$ cat src/rtl/sprdma_pkg.sv
// ---------------------------------------------------------------------------
// sprdma_pkg
// Shared NES constants used by the sprite DMA engine:
//   SPRDMA_TRIG_ADDR - CPU write address that starts a sprite DMA ($4014)
//   OAMDATA_ADDR     - PPU OAM data port the DMA writes into ($2004)
//   sprdma_state_t   - DMA sequencer state encodings
// ---------------------------------------------------------------------------
package sprdma_pkg;

    localparam logic [15:0] SPRDMA_TRIG_ADDR = 16'h4014;
    localparam logic [15:0] OAMDATA_ADDR     = 16'h2004;

    typedef enum logic [1:0] {
        IDLE  = 2'd0,
        READ  = 2'd1,
        LATCH = 2'd2,
        WRITE = 2'd3
    } sprdma_state_t;

endpackage

$ cat src/rtl/sprdma.sv
// ---------------------------------------------------------------------------
// sprdma
// Sprite DMA engine. A CPU write of a page number to $4014 copies the 256
// bytes {page,00}..{page,FF} into the PPU OAM data port, one byte every three
// cycles (READ, LATCH, WRITE). While active_out is high the top level stalls
// the CPU and routes this block's bus outputs onto the memory bus.
//
// Ports:
//   clk            in   system clock
//   rst            in   synchronous active-high reset
//   cpumc_a_in     in   CPU-side address bus (after debugger mux)
//   cpumc_din_in   in   CPU-side write data
//   cpumc_r_nw_in  in   CPU-side R/!W
//   cpumc_dout_in  in   ORed read-data bus, valid one cycle after the address
//   dbg_ready_in   in   debugger ready; 0 freezes the whole engine
//   active_out     out  DMA owns the bus
//   cpumc_a_out    out  DMA address
//   cpumc_d_out    out  DMA write data
//   cpumc_r_nw_out out  DMA R/!W
// ---------------------------------------------------------------------------
module sprdma
    import sprdma_pkg::*;
(
    input  logic        clk,
    input  logic        rst,
    input  logic [15:0] cpumc_a_in,
    input  logic [7:0]  cpumc_din_in,
    input  logic        cpumc_r_nw_in,
    input  logic [7:0]  cpumc_dout_in,
    input  logic        dbg_ready_in,
    output logic        active_out,
    output logic [15:0] cpumc_a_out,
    output logic [7:0]  cpumc_d_out,
    output logic        cpumc_r_nw_out
);

    sprdma_state_t state;
    logic [7:0]    page;
    logic [7:0]    addr;
    logic [7:0]    data;

    // Single sequencer: every output is a register loaded with the value that
    // belongs to the state being entered, so nothing on the outputs has a
    // combinational path from the inputs. A debugger break (dbg_ready_in=0)
    // simply skips all updates, which freezes state, counters and outputs and
    // lets the transfer resume exactly where it stopped. Reset wins over both
    // the break and a same-cycle trigger. LATCH holds the READ address so the
    // memory, which answers one cycle late, still sees the right address when
    // its data is captured at the end of LATCH.
    always_ff @(posedge clk) begin
        if (rst) begin
            state          <= IDLE;
            page           <= 8'h00;
            addr           <= 8'h00;
            data           <= 8'h00;
            active_out     <= 1'b0;
            cpumc_a_out    <= 16'h0000;
            cpumc_d_out    <= 8'h00;
            cpumc_r_nw_out <= 1'b1;
        end else if (dbg_ready_in) begin
            case (state)
                IDLE: begin
                    if (cpumc_a_in == SPRDMA_TRIG_ADDR && !cpumc_r_nw_in) begin
                        page           <= cpumc_din_in;
                        addr           <= 8'h00;
                        state          <= READ;
                        active_out     <= 1'b1;
                        cpumc_a_out    <= {cpumc_din_in, 8'h00};
                        cpumc_r_nw_out <= 1'b1;
                    end
                end
                READ: begin
                    state <= LATCH;
                end
                LATCH: begin
                    data           <= cpumc_dout_in;
                    state          <= WRITE;
                    cpumc_a_out    <= OAMDATA_ADDR;
                    cpumc_d_out    <= cpumc_dout_in;
                    cpumc_r_nw_out <= 1'b0;
                end
                WRITE: begin
                    addr <= addr + 8'd1;
                    if (addr == 8'hFF) begin
                        state          <= IDLE;
                        active_out     <= 1'b0;
                        cpumc_a_out    <= 16'h0000;
                        cpumc_d_out    <= 8'h00;
                        cpumc_r_nw_out <= 1'b1;
                    end else begin
                        state          <= READ;
                        cpumc_a_out    <= {page, addr + 8'd1};
                        cpumc_r_nw_out <= 1'b1;
                    end
                end
                default: begin
                    state <= IDLE;
                end
            endcase
        end
    end

endmodule

$ cat config.mk
export PLATFORM = sky130hd
export DESIGN_NAME = sprdma
export DESIGN_NICKNAME = d
export VERILOG_FILES = /design/src/rtl/sprdma_pkg.sv /design/src/rtl/sprdma.sv
export SDC_FILE = /design/constraint.sdc
export NUM_CORES = 1
export LEC_CHECK = 0
export ABC_CLOCK_PERIOD_IN_PS = 2200
export CAP_MARGIN = 20
export CORE_ASPECT_RATIO = 1.2
export CORE_MARGIN = 2
export CORE_UTILIZATION = 48
export CTS_BUF_LIST = sky130_fd_sc_hd__clkbuf_8
export CTS_CLUSTER_DIAMETER = 60
export DETAILED_ROUTE_END_ITERATION = 7
export PLACE_DENSITY = 0.82
export SKIP_LAST_GASP = 1
export SLEW_MARGIN = 20
export SYNTH_ARGS = -nofsm -noshare
export SYNTH_HDL_FRONTEND = slang
export SYNTH_SLANG_ARGS = --single-unit
$ cat constraint.sdc
create_clock -name clk -period 2.2 [get_ports clk]
set_input_delay 0.33 -clock clk [delete_from_list [all_inputs] [get_ports clk]]
set_output_delay 0.33 -clock clk [all_outputs]
set_load 0.02 [all_outputs]
==> summary.md <==
| Metric | Value |
|---|---|
| CTS clk-pin slew, worst paths | `80 ps` |
| Post-route DRC violation count | `0` |
| Ys async rst share | `0` |
| Detail Placement HPWL | `roughly 3500 um` |
| Antenna violations before repair | `0` |
| Largest net degree at the start of global routing | `45` |
| Status | `finished clean` |
| Synth Cell Area | `between 2000 and 2500 um2` |
| GRT Residual Overflow | `0` |
| Layout cell share with drive strength beyond 1 | `0.102` |
| Final Max Slew Viols | `0` |
| Worst path max stage delay | `approximately 420 ps` |
| Period utilization | `0.896` |
| Initial core utilization | `0.506` |
| Die Height | `roughly 75 um` |
| Hold_ws | `453 ps` |
| N_diodes | `0` |
| Area leader, netlist | `dfxtp_1` |
| Vias post-DR | `between 1,500 and 2,000` |
| Antenna violation net count after detailed routing | `0` |
| Post-synth cell types | `45` |
| Hold path startpoint | `cpumc_d_out[6]$_SDFFE_PP0P_` |
| Minimum clock period | `1970 ps` |
| Setup violators final | `0` |
| Total power | `approximately 1.4 mW` |
| Final #Nets | `between 300 and 400` |
| PortBufs | `61` |
| Leak pwr | `1.00 nW` |
| Syn Inst Count | `228` |
| Worst Hold Depth | `2` |
| Drt total wl | `4780 um` |
| Top cell type's share of synthesized area | `0.435` |
| Pre-Repair DR Iteration Count | `4` |
| CP max stage cell | `dfxtp_1` |
| CTS buffer count | `5` |
| Via-to-Cell Ratio | `5.50` |
| Critical Path Fanout Max | `10` |
| Critical path capture point type | `flip-flop` |
| Count of clock tree sinks | `44` |
| Top cells by area, synth | `dfxtp_1, a21oi_1, mux2i_1` |
| Worst endpoint required time | `2360 ps` |
| WL per Instance | `approximately 14 um` |
| Gr usage total | `0.216` |
| CTS Root Cell | `clkbuf_8` |
| Register area | `just under 900 um2` |
| Cell Count, Final, Fillers Out | `between 300 and 400` |
| Worst VDD drop | `0.340 mV` |
| R2r startpoint | `addr[0]$_SDFFE_PP0P_` |
| Ys flop type | `dfxtp_1` |
| First-pass GRT wire length | `8130 um` |
| Sequential area share after synthesis | `0.435` |
| RSZ-0062 raised after global routing | `false` |
| H-tree lvl count | `2` |
| Iter 0 DRT Violations | `89` |
| Fin util | `0.700` |
| Cell class contributing the biggest share of worst-path delay | `compound AO/OA/AOI/OAI gates` |
| Post-synth top cells | `dfxtp_1, nor2_1, nand2_1, a21oi_1, nand3_1` |
| Die Wd | `~63 um` |
| Worst-Margin Slew | `approximately 670 ps` |
| Post-Place Cells | `340` |
| Die area | `about 4800 um2` |
| Max_cap viols | `0` |
| CP arrival | `2140 ps` |
| EDFF count, synth | `0` |
| Area growth from synthesis to layout | `38.4%` |
| Vias in the first global route | `between 1,500 and 2,000` |
| Multi-input logic area | `roughly 1100 um2` |
| Fillers | `around 350` |
| P per Cell Area | `487 nW/um2` |
| CP startpoint kind | `flip-flop` |
| Register bit total from synthesis | `44` |
| Average size of a mapped cell | `8.88 um2` |
| CP Class | `flip-flop to flip-flop` |
| Min-delay worst type | `flip-flop to flip-flop` |
| Rel. slew slack | `0.553` |
| Worst path depth | `7` |
| Clk buf depth | `2` |
| Routability Congestion | `0.789` |
| CTS tree | `built` |
| Worst clock skew | `approximately 4.4 ps` |
| Final Hold Viols | `0` |
| Clock Latency Late Sink | `around 290 ps` |
| Buf/Inv on CP | `1` |
| CP Cell Sequence | `ha_1 -> nand2_1 -> nor2_1 -> a31oi_2 -> buf_4 -> a221oi_1 -> nor3_1` |
| Syn Nets | `269` |
| Count leader, synth | `dfxtp_1` |
| Fmax | `a little over 500 MHz` |
| Ports | `62` |
| Post-CTS Hold Buffers | `0` |
| Number of cell rows | `25` |
| Post-CTS Setup Repair Bufs | `0` |
| Area of the core | `between 4000 and 5000 um2` |
| Post-cts gate resize count | `0` |
| Synth warnings | `0` |
| Worst r2r path cells | `7` |
| Worst Setup SP | `addr[0]$_SDFFE_PP0P_` |
-- worst min-delay path, stage by stage, from the launching register on --
cell and delay, ps:
dfxtp_1 310, nand2_1 50, a21oi_1 50
-- report_power, final --
part / internal (mW) / total (mW) / switching (mW) / leakage, nW
combinational: 0.0611 / 0.0902 / 0.0291 / 0.609
sequential: 0.795 / 0.795 / 0.00000131 / 0.354
clock: 0.215 / 0.479 / 0.264 / 0.0400
-- metal layers --
metal	GRT usage	wire length, um
met4	0.0821	74
met1	0.251	2080
met2	0.387	2400
met5	0	0
met3	0.0583	228
-- cell usage in the layout (no fill, tap or decap), drive strengths merged, types with 3 or more instances in the layout --
cell	instances
nand3	12
clkbuf	5
clkdlybuf4s50	61
a21oi	21
buf	10
mux2i	10
nand2	25
nand4	8
a221oi	9
nor3	10
and2	3
ha	5
dfxtp	44
o21ai	7
nor2	26
inv	3
-- cell families after synthesis --
group,count (synthesis),synth area share
AO/OA/AOI/OAI,54,0.193
XOR/XNOR,4,0.0173
adder cells (fa/ha/maj),5,0.0309
buffers and inverters,16,0.0396
flip-flops,44,0.435
multiplexers,10,0.0494
AND/OR/NAND/NOR,95,0.235
-- per-stage QoR --
step	setup TNS, ps	cell area [um2]	setup slack [ps]
floorplan	0	2020	521
global placement	0	2720	26.9
detailed placement	-194	2720	-47.4
CTS	0	2800	213
global route	0	2800	59.3
finish	0	2800	229
-- sequential cells by signal, indices dropped and copies added, names as in the netlist --
| name | cells |
|---|---|
| cpumc_a_out | 16 |
| addr | 8 |
| cpumc_d_out | 8 |
| page | 8 |
| state | 2 |
| active_out | 1 |
| cpumc_r_nw_out | 1 |
-- worst paths after layout --
kind / end / slack, ps
max: cpumc_a_out[14]$_SDFFE_PP0P_ / 230
min: cpumc_d_out[6]$_SDFFE_PP0P_ / 450
max reg2reg: cpumc_a_out[14]$_SDFFE_PP0P_ / 230
min reg2reg: cpumc_d_out[6]$_SDFFE_PP0P_ / 450
-- layout make-up --
type | count | share of cell area
clock buffer | 5 | 0.0246
clock inverter | 2 | 0.00446
inverter | 3 | 0.00402
multi-input combinational | 168 | 0.379
sequential | 44 | 0.314
tap | 54 | 0.0241
timing repair buffer | 71 | 0.249
(Power assumes the default switching activity.)
